==> src/rtl/sys_dma_pkg.sv <==
// Shared types and constants for the sys_dma block-copy engine.
package sys_dma_pkg;

  localparam int unsigned ADR_W      = 14;
  localparam int unsigned LEN_W      = 11;
  localparam int unsigned RD_LAT_DEF = 2;

  localparam logic DIR_LOAD   = 1'b0;  // mem -> ibus
  localparam logic DIR_UNLOAD = 1'b1;  // ibus -> mem

  typedef enum logic [1:0] {
    IDLE,
    ISSUE,
    DRAIN,
    DONE
  } dma_state_e;

endpackage

==> src/rtl/sys_dma_rdpipe.sv <==
// In-flight read tracker: a DEPTH-deep delay line of valid bits.
//   clk, rst_n : clock, async active-low reset (clears all slots)
//   push_i     : a read is issued for the coming cycle
//   pop_o      : a read's data becomes valid next cycle
//   empty_o    : no read is in flight
module sys_dma_rdpipe #(
  parameter int unsigned DEPTH = 2
) (
  input  logic clk,
  input  logic rst_n,
  input  logic push_i,
  output logic pop_o,
  output logic empty_o
);

  logic [DEPTH-1:0] vld_q;

  generate
    if (DEPTH == 1) begin : g_one
      always_ff @(posedge clk or negedge rst_n) begin
        if (!rst_n) vld_q <= '0;
        else        vld_q <= push_i;
      end
    end else begin : g_many
      always_ff @(posedge clk or negedge rst_n) begin
        if (!rst_n) vld_q <= '0;
        else        vld_q <= {vld_q[DEPTH-2:0], push_i};
      end
    end
  endgenerate

  assign pop_o   = vld_q[DEPTH-1];
  assign empty_o = (vld_q == '0);

endmodule

==> src/rtl/sys_dma_ctrl.sv <==
// Block-copy engine between data memory and the systolic I/O buffer.
// Copies cmd_len 16-bit words one per cycle, mem->ibus (load) or
// ibus->mem (unload), hiding RD_LAT cycles of read latency.
//   cmd_*        : command handshake (accepted only in IDLE)
//   busy/done    : progress, done is a one-cycle pulse
//   words_done   : destination writes issued for current/last command
//   ibus_* mem_* : read and write ports of the two sides
module sys_dma_ctrl
  import sys_dma_pkg::*;
#(
  parameter int unsigned RD_LAT = RD_LAT_DEF
) (
  input  logic        clk,
  input  logic        rst_n,
  input  logic        cmd_valid,
  output logic        cmd_ready,
  input  logic        cmd_dir,
  input  logic [15:2] cmd_src,
  input  logic [15:2] cmd_dst,
  input  logic [10:0] cmd_len,
  output logic        busy,
  output logic        done,
  output logic [10:0] words_done,
  output logic        ibus_ren,
  output logic [15:2] ibus_radr,
  input  logic [15:0] ibus_rdata,
  output logic        ibus_wen,
  output logic [15:2] ibus_wadr,
  output logic [15:0] ibus_wdata,
  output logic        mem_ren,
  output logic [15:2] mem_radr,
  input  logic [15:0] mem_rdata,
  output logic        mem_wen,
  output logic [15:2] mem_wadr,
  output logic [15:0] mem_wdata
);

  dma_state_e       state_q;
  logic             dir_q;
  logic [ADR_W-1:0] radr_q;
  logic [ADR_W-1:0] dst_q;
  logic [ADR_W-1:0] wadr_q;
  logic [LEN_W-1:0] cnt_q;
  logic [LEN_W-1:0] wcnt_q;
  logic             ibus_ren_q, mem_ren_q;
  logic             ibus_wen_q, mem_wen_q;
  logic             done_q;
  logic             ready_q;

  logic rd_go_d;
  logic rd_dir_d;
  logic pop;
  logic pipe_empty;

  // Read for the coming cycle: either the first read of a newly accepted
  // command or a further read while reads remain.
  always_comb begin
    rd_go_d  = 1'b0;
    rd_dir_d = dir_q;
    if (state_q == IDLE) begin
      rd_go_d  = cmd_valid && (cmd_len != '0);
      rd_dir_d = cmd_dir;
    end else if (state_q == ISSUE) begin
      rd_go_d  = (cnt_q != LEN_W'(1));
    end
  end

  // Valid bit enters with the registered ren, so it leaves the line in the
  // cycle before the data arrives; the registered wen then lines up with it.
  sys_dma_rdpipe #(
    .DEPTH (RD_LAT)
  ) u_rdpipe (
    .clk     (clk),
    .rst_n   (rst_n),
    .push_i  (rd_go_d),
    .pop_o   (pop),
    .empty_o (pipe_empty)
  );

  always_ff @(posedge clk or negedge rst_n) begin
    if (!rst_n) begin
      state_q    <= IDLE;
      dir_q      <= DIR_LOAD;
      radr_q     <= '0;
      dst_q      <= '0;
      wadr_q     <= '0;
      cnt_q      <= '0;
      wcnt_q     <= '0;
      ibus_ren_q <= 1'b0;
      mem_ren_q  <= 1'b0;
      ibus_wen_q <= 1'b0;
      mem_wen_q  <= 1'b0;
      done_q     <= 1'b0;
      ready_q    <= 1'b1;
    end else begin
      done_q     <= 1'b0;
      ibus_ren_q <= rd_go_d && (rd_dir_d == DIR_UNLOAD);
      mem_ren_q  <= rd_go_d && (rd_dir_d == DIR_LOAD);
      ibus_wen_q <= pop && (dir_q == DIR_LOAD);
      mem_wen_q  <= pop && (dir_q == DIR_UNLOAD);
      if (pop) begin
        wadr_q <= dst_q + ADR_W'(wcnt_q);
        wcnt_q <= wcnt_q + LEN_W'(1);
      end

      case (state_q)
        IDLE: begin
          if (cmd_valid) begin
            dir_q   <= cmd_dir;
            radr_q  <= cmd_src;
            dst_q   <= cmd_dst;
            cnt_q   <= cmd_len;
            wcnt_q  <= '0;
            ready_q <= 1'b0;
            if (cmd_len != '0) begin
              state_q <= ISSUE;
            end else begin
              state_q <= DONE;
              done_q  <= 1'b1;
            end
          end
        end
        ISSUE: begin
          if (cnt_q == LEN_W'(1)) begin
            state_q <= DRAIN;
          end else begin
            cnt_q  <= cnt_q - LEN_W'(1);
            radr_q <= radr_q + ADR_W'(1);
          end
        end
        DRAIN: begin
          if (pipe_empty) begin
            state_q <= DONE;
            done_q  <= 1'b1;
          end
        end
        DONE: begin
          state_q <= IDLE;
          ready_q <= 1'b1;
        end
      endcase
    end
  end

  assign cmd_ready  = ready_q;
  assign busy       = ~ready_q;
  assign done       = done_q;
  assign words_done = wcnt_q;

  assign ibus_ren   = ibus_ren_q;
  assign ibus_radr  = radr_q;
  assign mem_ren    = mem_ren_q;
  assign mem_radr   = radr_q;

  // Write data is the source read data of the same cycle, forced to zero
  // when the port is not writing.
  assign ibus_wen   = ibus_wen_q;
  assign ibus_wadr  = wadr_q;
  assign ibus_wdata = ibus_wen_q ? mem_rdata : '0;
  assign mem_wen    = mem_wen_q;
  assign mem_wadr   = wadr_q;
  assign mem_wdata  = mem_wen_q ? ibus_rdata : '0;

endmodule

==> config.mk <==
export PLATFORM = sky130hd
export DESIGN_NAME = sys_dma_ctrl
export DESIGN_NICKNAME = d
export VERILOG_FILES = /design/src/rtl/sys_dma_pkg.sv /design/src/rtl/sys_dma_rdpipe.sv /design/src/rtl/sys_dma_ctrl.sv
export SDC_FILE = /design/constraint.sdc
export NUM_CORES = 1
export LEC_CHECK = 0
export CAP_MARGIN = 20
export CORE_UTILIZATION = 44
export DETAILED_ROUTE_END_ITERATION = 8
export PLACE_DENSITY = 0.81
export SYNTH_ARGS = -nofsm -noshare
export SYNTH_HDL_FRONTEND = slang
export SYNTH_HIERARCHICAL = 1
export SYNTH_SLANG_ARGS = --single-unit
==> constraint.sdc <==
create_clock -name clk -period 2.75 [get_ports clk]
set_input_delay 0.4125 -clock clk [delete_from_list [all_inputs] [get_ports clk]]
set_output_delay 0.4125 -clock clk [all_outputs]
set_load 0.1 [all_outputs]
==> results.py, run 1 <==
metrics = {
    "power_and_ir_drop": {
        "vdd_drop_max_mv": 0.208,
        "p_leak_nw": 3.04,
        "pwr_density_cell_nw_per_um2": 352,
    },
    "floorplan": {
        "io_pins": 181,
        "die_w_um": 105,
        "fp.dieArea_um2": 10900,
        "coreArea_um2": 10300,
        "fp-row-count": 37,
        "start_util": 0.450,
        "die_height_um": 105,
    },
    "worst_setup_path": {
        "reg2reg_depth": 8,
        "path_class": "reg -> reg",
        "critPathLaunchType": "flip-flop",
        "endpoint": "cnt_q[10]",
        "critPathLaunch": "cnt_q[0]",
        "worstPathRequired_ps": 2970,
        "regToRegSetupSlack_ps": 400,
        "timing.rr.start": "cnt_q[0]",
        "r2r_end": "cnt_q[10]",
        "critPathMaxFanout": 4,
        "critPathArrivalTime_ps": 2570,
        "end_kind": "flip-flop",
    },
    "synthesis": {
        "synth_edf_count": 0,
        "syn-num-nets": 626,
        "synth_flop_cell": "dfrtp_1",
        "syn_inst": 531,
        "syn_area_um2": 4630,
        "synth_seq_cells": 75,
        "yosys_warnings": 6,
        "postSynth.asyncResetShare": 1.00,
        "syn_area_per_cell_um2": 8.71,
        "ys_seq_area_frac": 0.406,
        "synth_cell_types": 62,
    },
    "place": {
        "hpwl_um": 9380,
        "placed_cell_area_um2": 6080,
        "gp_congestion": 0.920,
        "place_ws_ps": 443,
        "io_buffers": 180,
    },
    "min_path": {
        "hold_path_class": "in -> async",
    },
    "timing": {
        "finalCritPeriodShare": 0.853,
        "whs_ps": 172,
        "min_period_ps": 2350,
        "fin_skew_ps": 9.81,
        "final-hold-violation-count": 0,
        "fin_setup_tns_ps": 0,
        "worst_pin_slew_ps": 965,
        "rsz0062_at_grt": "no",
        "worst_slack_ps": 405,
        "setup_viol": 0,
        "fmaxAchievable_ghz": 0.426,
        "slew-limit-headroom": 0.357,
        "slew_violations": 0,
    },
    "clocking": {
        "cts.clk_slew.worst_paths_ps": 80,
        "cts_buffers": 9,
        "cts_tree": "yes",
        "clk_path_buf_depth": 2,
        "cts-root-buf": "clkbuf_8",
        "htreeDepth": 3,
        "clkLatencyLatePin_ps": 350,
        "post-cts-setup-buffers": 0,
        "clock-sinks": 75,
        "cts_hold_buffers": 0,
        "cts_resized": 0,
    },
    "grt": {
        "grt_pass1_vias": 4278,
        "grt_max_degree": 76,
        "grt_pass1_wl_um": 20600,
        "antenna_found_initial": 0,
        "grt_overflow": 0,
        "grt_util_all_layers": 0.232,
    },
    "status": {
        "outcome": "completed",
    },
    "route": {
        "vias_per_cell": 5.38,
        "antenna_left": 0,
        "vias": 4426,
        "drt_wl_total_um": 12500,
        "drc_errors": 0,
        "avgRoutedWirePerCell_um": 15.2,
        "first_pass_iters": 5,
        "first_iter_violations": 181,
    },
    "layout": {
        "area_delta_synth_final_pct": 35.7,
        "finalNetCount": 776,
        "n_antenna_cell": 0,
        "drive_gt1_frac": 0.219,
        "postLayoutCellArea_um2": 6280,
    },
    "run": {
        "cap_violations": 0,
    },
}
==> how the worst min path moves through the flow <==
stage,depth (start not counted),end,slack [ps],from
5_1_grt,1,ibus_radr[3],260,rst_n
6_report,1,ibus_radr[3],170,rst_n
3_5_place_dp,0,u_rdpipe/vld_q[1],370,u_rdpipe/vld_q[0]
2_1_floorplan,0,cnt_q[0],120,rst_n
4_1_cts,1,ibus_radr[3],240,rst_n
3_3_place_gp,0,u_rdpipe/vld_q[1],360,u_rdpipe/vld_q[0]
==> sequential cells by signal, indices dropped and copies added, names as in the netlist, 2 cells and up <==
register        cells
ibus_radr          14
dst_q              14
words_done         11
state_q             2
u_rdpipe/vld_q      2
ibus_wadr          14
cnt_q              11
==> per-layer routing <==
metal  up-vias  wire length [um]  GRT usage
met5         -                 0          0
met4         0               265     0.0724
met3        19               872     0.0480
met2       180              6340      0.419
met1      2109              4980      0.275
li1       2118                 -          -
==> cells in the mapped netlist (all sizes together) (5+ instances only) <==
cell type,count,area (um^2)
nand2,85,319
dfrtp,74,1850
a21oi,46,230
nor2,38,150
buf,37,278
and2,36,226
o21ai,34,170
nand3,23,115
ha,19,238
clkbuf,13,48.8
inv,11,41.3
mux2,10,113
xor2,10,87.6
nor3,8,40.0
mux2i,7,70.1
nand4,7,43.8
xnor2,7,61.3
o22ai,5,31.3
o32ai,5,43.8
or3,5,31.3
==> where the power goes <==
part	leakage, nW	internal [mW]	total [mW]	switching, mW
Combinational	2.01	0.115	0.254	0.140
Clock	0.0991	0.440	0.854	0.414
Sequential	0.936	1.10	1.10	0
Total	3.04	1.66	2.21	0.553
==> layout make-up <==
cell class / count / area, um^2
multi-input combinational: 393 / 2380
clock inverter: 5 / 52.6
inverter: 13 / 48.8
timing repair buffer: 189 / 1610
tap: 136 / 170
clock buffer: 11 / 141
sequential: 75 / 1880
fill: 878 / 4000
==> per-stage QoR <==
| stage | total power [mW] | instances | utilization |
|---|---|---|---|
| detailed placement | 1.38 | 806 | 0.592 |
| finish | 2.21 | 822 | 0.611 |
| CTS | 2.22 | 822 | 0.611 |
| global placement | 1.38 | 805 | 0.590 |
| global route | 2.28 | 822 | 0.611 |
| floorplan | 1.23 | 531 | - |
==> cells by family (layout without fill, tap and decap cells) <==
group / Yosys count / count (layout) / share of synthesized area
mux: 17 / 17 / 0.0395
fa+ha+maj: 20 / 20 / 0.0557
compound gates: 115 / 115 / 0.150
simple gates: 224 / 224 / 0.236
xor+xnor: 17 / 17 / 0.0322
flops: 75 / 75 / 0.406
buf+inv: 63 / 218 / 0.0811
==> cells in the final DEF, fill, tap and decap left out, types with 7 or more instances in the layout <==
master,count
buf_4,115
nand2_1,85
dfrtp_1,74
clkdlybuf4s50_1,73
a21oi_1,45
nor2_1,37
and2_1,35
o21ai_0,34
nand3_1,23
ha_1,19
inv_1,11
xor2_1,10
clkbuf_8,10
mux2_2,9
nor3_1,8
nand4_1,7
xnor2_1,7
mux2i_1,7
==> worst max-delay path, cell delays in order (launching register included) <==
cell	delay, ps
dfrtp_1	410
inv_1	120
ha_1	200
or3b_2	530
nor2_4	130
nand2_1	70
mux2_1	330
a222oi_1	380
inv_1	70
No activity file was read; power rests on OpenSTA's default activity.
==> inputs of run 2 (changes only) <==
--- a/config.mk
+++ b/config.mk
@@ -8,6 +8,7 @@
 export CAP_MARGIN = 20
 export CORE_UTILIZATION = 44
 export DETAILED_ROUTE_END_ITERATION = 8
+export HOLD_SLACK_MARGIN = 0.05
 export PLACE_DENSITY = 0.81
 export SYNTH_ARGS = -nofsm -noshare
 export SYNTH_HDL_FRONTEND = slang
==> results of run 2 <==
Final layout, timing and power as in run 1 (identical DEF).
==> inputs of run 3 (changes only) <==
--- a/config.mk
+++ b/config.mk
@@ -6,7 +6,9 @@
 export NUM_CORES = 1
 export LEC_CHECK = 0
 export CAP_MARGIN = 20
+export CORE_MARGIN = 2
 export CORE_UTILIZATION = 44
+export CTS_CLUSTER_SIZE = 14
 export DETAILED_ROUTE_END_ITERATION = 8
 export HOLD_SLACK_MARGIN = 0.05
 export PLACE_DENSITY = 0.81
==> run 3 against run 2 <==
Against the previous run:
- first-iteration DRC count increased by 19%
- sequential power is essentially flat
- flip-flop and latch count unchanged
- register-to-register slack improved by 50 ps
- power increased by 7.8%
- global-route usage decreased by 1.2 points
- hold slack better by 18 ps
- clock skew barely moved
- largest cell class unchanged
- cell count fell by 0.12%
- highest routed layer unchanged
- final area is 0.74% higher
==> results.py, run 3 (synthesis gave the netlist of run 1 again) <==
metrics = {
    "status": {
        "outcome": "completed",
    },
    "clocking": {
        "clock-sinks": 75,
        "clkLatencyLatePin_ps": 350,
        "clk_path_buf_depth": 2,
        "htreeDepth": 3,
        "cts_resized": 0,
        "cts.clk_slew.worst_paths_ps": 80,
        "cts-root-buf": "clkbuf_8",
        "cts_buffers": 9,
        "cts_hold_buffers": 0,
        "cts_tree": "yes",
        "post-cts-setup-buffers": 0,
    },
    "floorplan": {
        "fp.dieArea_um2": 11300,
        "die_w_um": 107,
        "fp-row-count": 37,
        "start_util": 0.450,
        "die_height_um": 107,
        "io_pins": 181,
        "coreArea_um2": 10300,
    },
    "grt": {
        "grt_max_degree": 76,
        "grt_overflow": 0,
        "grt_pass1_wl_um": 20300,
        "antenna_found_initial": 0,
        "grt_pass1_vias": 4209,
        "grt_util_all_layers": 0.220,
    },
    "place": {
        "placed_cells": 805,
        "gp_congestion": 0.895,
        "hpwl_um": 9630,
        "io_buffers": 180,
    },
    "timing": {
        "whs_ps": 189,
        "finalCritPeriodShare": 0.835,
        "slew-limit-headroom": 0.373,
        "slew_violations": 0,
        "fin_setup_tns_ps": 0,
        "fin_skew_ps": 10.3,
        "fmaxAchievable_ghz": 0.435,
        "final-hold-violation-count": 0,
        "setup_viol": 0,
        "min_period_ps": 2300,
        "rsz0062_at_grt": "no",
        "worst_pin_slew_ps": 940,
    },
    "worst_setup_path": {
        "end_kind": "flip-flop",
        "slowest_delay_ps": 470,
        "crit_slowest_cell": "dfrtp_1",
        "critPathArrivalTime_ps": 2550,
        "path_class": "reg -> reg",
        "regToRegSetupSlack_ps": 450,
        "critPathLaunchType": "flip-flop",
        "worstPathRequired_ps": 3010,
        "critPathMaxFanout": 5,
        "path_cells": "ha_1, inv_1, fa_1, nor2b_1, o21bai_1, a21boi_0, o21ai_0, and3b_1, o31ai_1",
    },
    "route": {
        "vias_per_cell": 5.34,
        "avgRoutedWirePerCell_um": 15.4,
        "first_pass_iters": 5,
        "antenna_left": 0,
        "drc_errors": 0,
        "drt_wl_total_um": 12600,
        "first_iter_violations": 215,
        "vias": 4386,
    },
    "layout": {
        "fillCellCount": 887,
        "drive_gt1_frac": 0.218,
        "n_antenna_cell": 0,
        "finalNetCount": 776,
        "area_delta_synth_final_pct": 36.7,
        "layout_common_cells": "buf_4 (115), nand2_1 (85), dfrtp_1 (74)",
        "layout_commonest_cell": "buf_4",
        "fin_cells": 821,
    },
    "power_and_ir_drop": {
        "vdd_drop_max_mv": 0.252,
        "p_leak_nw": 3.07,
        "pwr_density_cell_nw_per_um2": 377,
    },
    "run": {
        "cap_violations": 0,
    },
    "min_path": {
        "hold_path_class": "in -> async",
    },
}
-- run 3: cell count changes in the layout (fill, tap and decap cells not counted) --
cell / before / now
clkinv_2: 3 / 0
bufinv_16: 1 / 3
clkinv_4: 0 / 1
clkinvlp_4: 1 / 0
-- run 3: per-layer routing --
layer,routed length (um),part of all wire,global-route usage
met5,0,0,0
met4,145,0.011,0.0427
met3,1050,0.083,0.0540
met2,6610,0.52,0.413
met1,4820,0.38,0.255
-- run 3: worst paths after layout --
check / startpoint / endpoint / cells after the start
worst min register to register: u_rdpipe/vld_q[0] / u_rdpipe/vld_q[1] / 0
min in group clk: u_rdpipe/vld_q[0] / u_rdpipe/vld_q[1] / 0
worst max-delay path: words_done[0] / ibus_wadr[10] / 9
max in group asynchronous: rst_n / cnt_q[7] / 1
worst min-delay path: rst_n / ibus_radr[3] / 1
worst max register to register: words_done[0] / ibus_wadr[10] / 9
-- run 3: through the flow --
stage,worst slack [ps],util,area (um^2),power (mW)
floorplan,70.5,-,4630,1.23
global placement,299,0.590,6070,1.38
finish,453,0.615,6320,2.38
detailed placement,205,0.590,6070,1.38
CTS,311,0.614,6310,2.41
global route,237,0.615,6320,2.47
-- run 3: worst max-delay path, delay by kind of cell, from the launching register on --
| family | cells | cell delay (ps) |
|---|---|---|
| AOI/OAI and AO/OA | 4 | 670 |
| adders and majority gates | 2 | 630 |
| buffers and inverters | 1 | 60 |
| DFF | 1 | 470 |
| and+or+nand+nor | 2 | 370 |
-- run 3: final cells by class --
type / count / area [um^2] / area share
Sequential cell: 75 / 1880 / 0.297
Inverter: 13 / 48.8 / 0.00772
Tap cell: 136 / 170 / 0.0269
Clock inverter: 4 / 98.8 / 0.0156
Multi-Input combinational cell: 393 / 2380 / 0.376
Timing Repair Buffer: 189 / 1610 / 0.255
Clock buffer: 11 / 141 / 0.0224
-- run 3: power breakdown --
part           internal [mW]  total [mW]  switching, mW
Combinational          0.115       0.254          0.140
Sequential              1.10        1.10              0
Clock                  0.625        1.03          0.402
Total                   1.84        2.38          0.542
==> patch 1, RTL diff (settings of run 3) <==
Set the package constant `RD_LAT_DEF` to 4 (it was 2).
--- a/src/rtl/sys_dma_pkg.sv
+++ b/src/rtl/sys_dma_pkg.sv
@@ -3,7 +3,7 @@
 
   localparam int unsigned ADR_W      = 14;
   localparam int unsigned LEN_W      = 11;
-  localparam int unsigned RD_LAT_DEF = 2;
+  localparam int unsigned RD_LAT_DEF = 4;
 
   localparam logic DIR_LOAD   = 1'b0;  // mem -> ibus
   localparam logic DIR_UNLOAD = 1'b1;  // ibus -> mem
Check against the original RTL: not equivalent (a bounded check fails within 4 cycles, from zero or initial values and one cycle with rst_n low).
==> patch 1 against run 3 <==
Sequential cell count increased by 2; setup slack got worse by 0.17 ns; design area increased by 0.18%; synthesized area increased by 1.3%; count of clock-buffer cells in the layout decreased by 2; power decreased by 2.1%; sequential share of layout area increased by 0.74 points; wire length increased by 9.5%; final cell count increased by 0.24%; critical endpoint is now cnt_q[10]; largest power group unchanged.
==> patch 1: results (changes against run 3) <==
Final clock-cell share=3.319% (-0.48 points); top cells by area, synth=dfrtp_1 (41%), nand2_1 (6.8%), ha_1 (5.1%), a21oi_1 (4.9%), and2_1 (4.7%); placed wire-length estimate=10,470 microns (+8.8%); full die area=11,490 sq um (+1.2%); post-synthesis mux area share=3.900% (-0.050 points); Lkg Pwr=3.013 nW (-1.7%); Synth Area in Adders=5.502% (-0.070 points); status=finished clean; critical path launch point=state_q[0]; Buffers, non-clock=187 (-1.1%); worst reg2reg startpoint=state_q[0]; CP max FO=13 (+8); flops & latches, synth=77 (+2.7%); Signal buf overhead=25.05% (-0.40 points); sequential area share after synthesis=41.16% (+0.56 points); met2 Resource Use GR=43.17% (+1.9 points); Worst R2R End=cnt_q[10]; n_diodes=2 (+2); area occupied by multi-input gates=2385 sq um (+0.37%); Worst EP arrival=2.70 ns (+0.15 ns); initial DRC count=178 (-17%); maximum vdd drop=0.2375 mV (-5.6%); skew final=0.01070 ns (+0.0004220 ns); M1 WL=5288 microns (+9.6%); worst slew pin tran=0.9581 ns (+0.01812 ns); post-synth cell types=63 (+1.6%); largest net degree at the start of global routing=78 (+2.6%); Design Area, Final=6334 sq um (+0.18%); vias per cell=5.450 (+2.0%); Register Area=1928 sq um (+2.7%)
[patch 1: cell count changes after synthesis]
cell     change
dfrtp_1      +2
nor2_1       -1
nor4_2       +1
[patch 1: metrics by stage]
step,hold WS [ns],worst slack (ns),power (W),cells
finish,0.2127,0.2858,0.002333,823
global route,0.2879,0.08350,0.002408,823
CTS,0.2580,0.3375,0.002347,821
detailed placement,0.3847,0.3859,0.001416,806
global placement,0.3791,0.4627,0.001415,806
floorplan,0.1169,0.07049,0.001256,533
[patch 1: report_power, final]
group	internal, W	leakage (nW)	total (W)	switching, W
logic	0.000115	1.96	0.000260	0.000145
registers	0.00113	0.946	0.00113	0
clock network	0.000506	0.105	0.000942	0.000436
total	0.00175	3.01	0.00233	0.000581
[patch 1: cells by family after synthesis]
family / Yosys count
multiplexers: 17
adder cells (fa/ha/maj): 20
AND/OR/NAND/NOR: 224
flip-flops: 77
XOR/XNOR: 17
buffers and inverters: 63
AO/OA/AOI/OAI: 115
==> patch 2, RTL diff (flow settings as in run 3) <==
Made on the original files. Re-encode `dma_state_e` (4 states) as one-hot, 4 bits wide.
--- a/src/rtl/sys_dma_pkg.sv
+++ b/src/rtl/sys_dma_pkg.sv
@@ -8,11 +8,11 @@
   localparam logic DIR_LOAD   = 1'b0;  // mem -> ibus
   localparam logic DIR_UNLOAD = 1'b1;  // ibus -> mem
 
-  typedef enum logic [1:0] {
-    IDLE,
-    ISSUE,
-    DRAIN,
-    DONE
+  typedef enum logic [3:0] {
+    IDLE  = 4'b0001,
+    ISSUE = 4'b0010,
+    DRAIN = 4'b0100,
+    DONE  = 4'b1000
   } dma_state_e;
 
 endpackage
Function: no difference found for any inputs over 10 cycles, from zero or initial values and one cycle with rst_n low; not proved beyond that.
==> patch 2 against run 3 <==
Global-route usage decreased by 0.20 points; wire length decreased by 0.42%; sequential cell count increased by 2; highest routed layer unchanged; hold slack improved by 0.013 ns; design area about the same; synthesized area increased by 1.8%; setup slack improved by 0.0046 ns; core utilization decreased by 0.49 points; power decreased by 9.4%.
==> patch 2: results (changes against run 3) <==
Final clock-cell share=3.144% (-0.66 points); area post-placement=6130 sq um (+1.0%); Final Non-Filler Cells=823 (+0.24%); Pre-antenna DRT Iters=4 (-1); sequential area share after synthesis=40.99% (+0.39 points); Register Area=1929 sq um (+2.7%); met2 Resource Use GR=39.87% (-1.4 points); area occupied by multi-input gates=2391 sq um (+0.63%); final net count=774 (-0.26%); met3 usage=4.600% (-0.79 points); first-pass GRT wire length=20,280 microns (about the same); Place WS=0.5042 ns (+0.2993 ns); top cells by area, synth=dfrtp_1 (40%), nand2_1 (5.9%), and2_1 (4.8%), buf_4 (4.8%), ha_1 (4.0%); Lkg Pwr=2.991 nW (-2.4%); skew final=0.009584 ns (-0.0006966 ns); Mapped Nets=628 (+0.32%); reg2reg path depth=8 (-1); placed wire-length estimate=9432 microns (-2.0%); Buffers, non-clock=186 (-1.6%); largest net degree at the start of global routing=78 (+2.6%); Signal buf overhead=24.95% (-0.50 points); GPL Wtd Cong=0.8628 (-3.6%); most frequent cells after synthesis=dfrtp_1 (75), nand2_1 (74), nor2_1 (39), a21oi_1 (36), and2_1 (36); vias=4,389 (+0.068%); full die area=11,540 sq um (+1.7%); layout cell share with drive strength beyond 1=21.54% (-0.21 points); initial DRC count=184 (-14%); dpl cells=808 (+0.37%); status=finished clean; GR Util All Layers=21.85% (-0.20 points); maximum vdd drop=0.2600 mV (+3.3%); vias in the first global route=4,246 (+0.88%); syn_area_per_cell=8.765 sq um (+0.62%); hold_ws=0.2023 ns (+0.01310 ns); Worst EP arrival=2.52 ns (-0.03 ns); Crit path largest cell delay=0.44 ns (-0.03 ns); CLK BUF=12 (+1); DR WL/cell=15.27 microns (-0.66%); Final Core Density=61.03% (-0.49 points)
## patch 2: cell types whose count changed after synthesis, moves of 4 or more
cell / change
inv_1: +4
mux2_2: -5
mux2i_1: -5
a31oi_1: +6
o31ai_1: +4
o21a_1: +7
nor3_1: +6
ha_1: -4
a21oi_1: -10
nand2_1: -11
xnor2_1: -4
## patch 2: report_power, final
| group | switching (W) | total (W) | internal (W) | leakage (nW) |
|---|---|---|---|---|
| logic | 0.0000450 | 0.000143 | 0.0000978 | 1.91 |
| clock network | 0.000418 | 0.000885 | 0.000467 | 0.103 |
| registers | 0 | 0.00113 | 0.00113 | 0.975 |
## patch 2: metal layers
layer / routed length (microns) / part of all wire [%]
met1: 4977 / 40
met2: 6493 / 52
met5: 0 / 0
met3: 994 / 7.9
met4: 102 / 0.81
## patch 2: cell families after synthesis
kind of cell	after synthesis	synth area share (%)
mux	6	1.382
simple gates	227	24.61
xor+xnor	11	2.047
fa+ha+maj	16	4.413
compound gates	133	18.34
buf+inv	67	8.214
flops	77	40.99
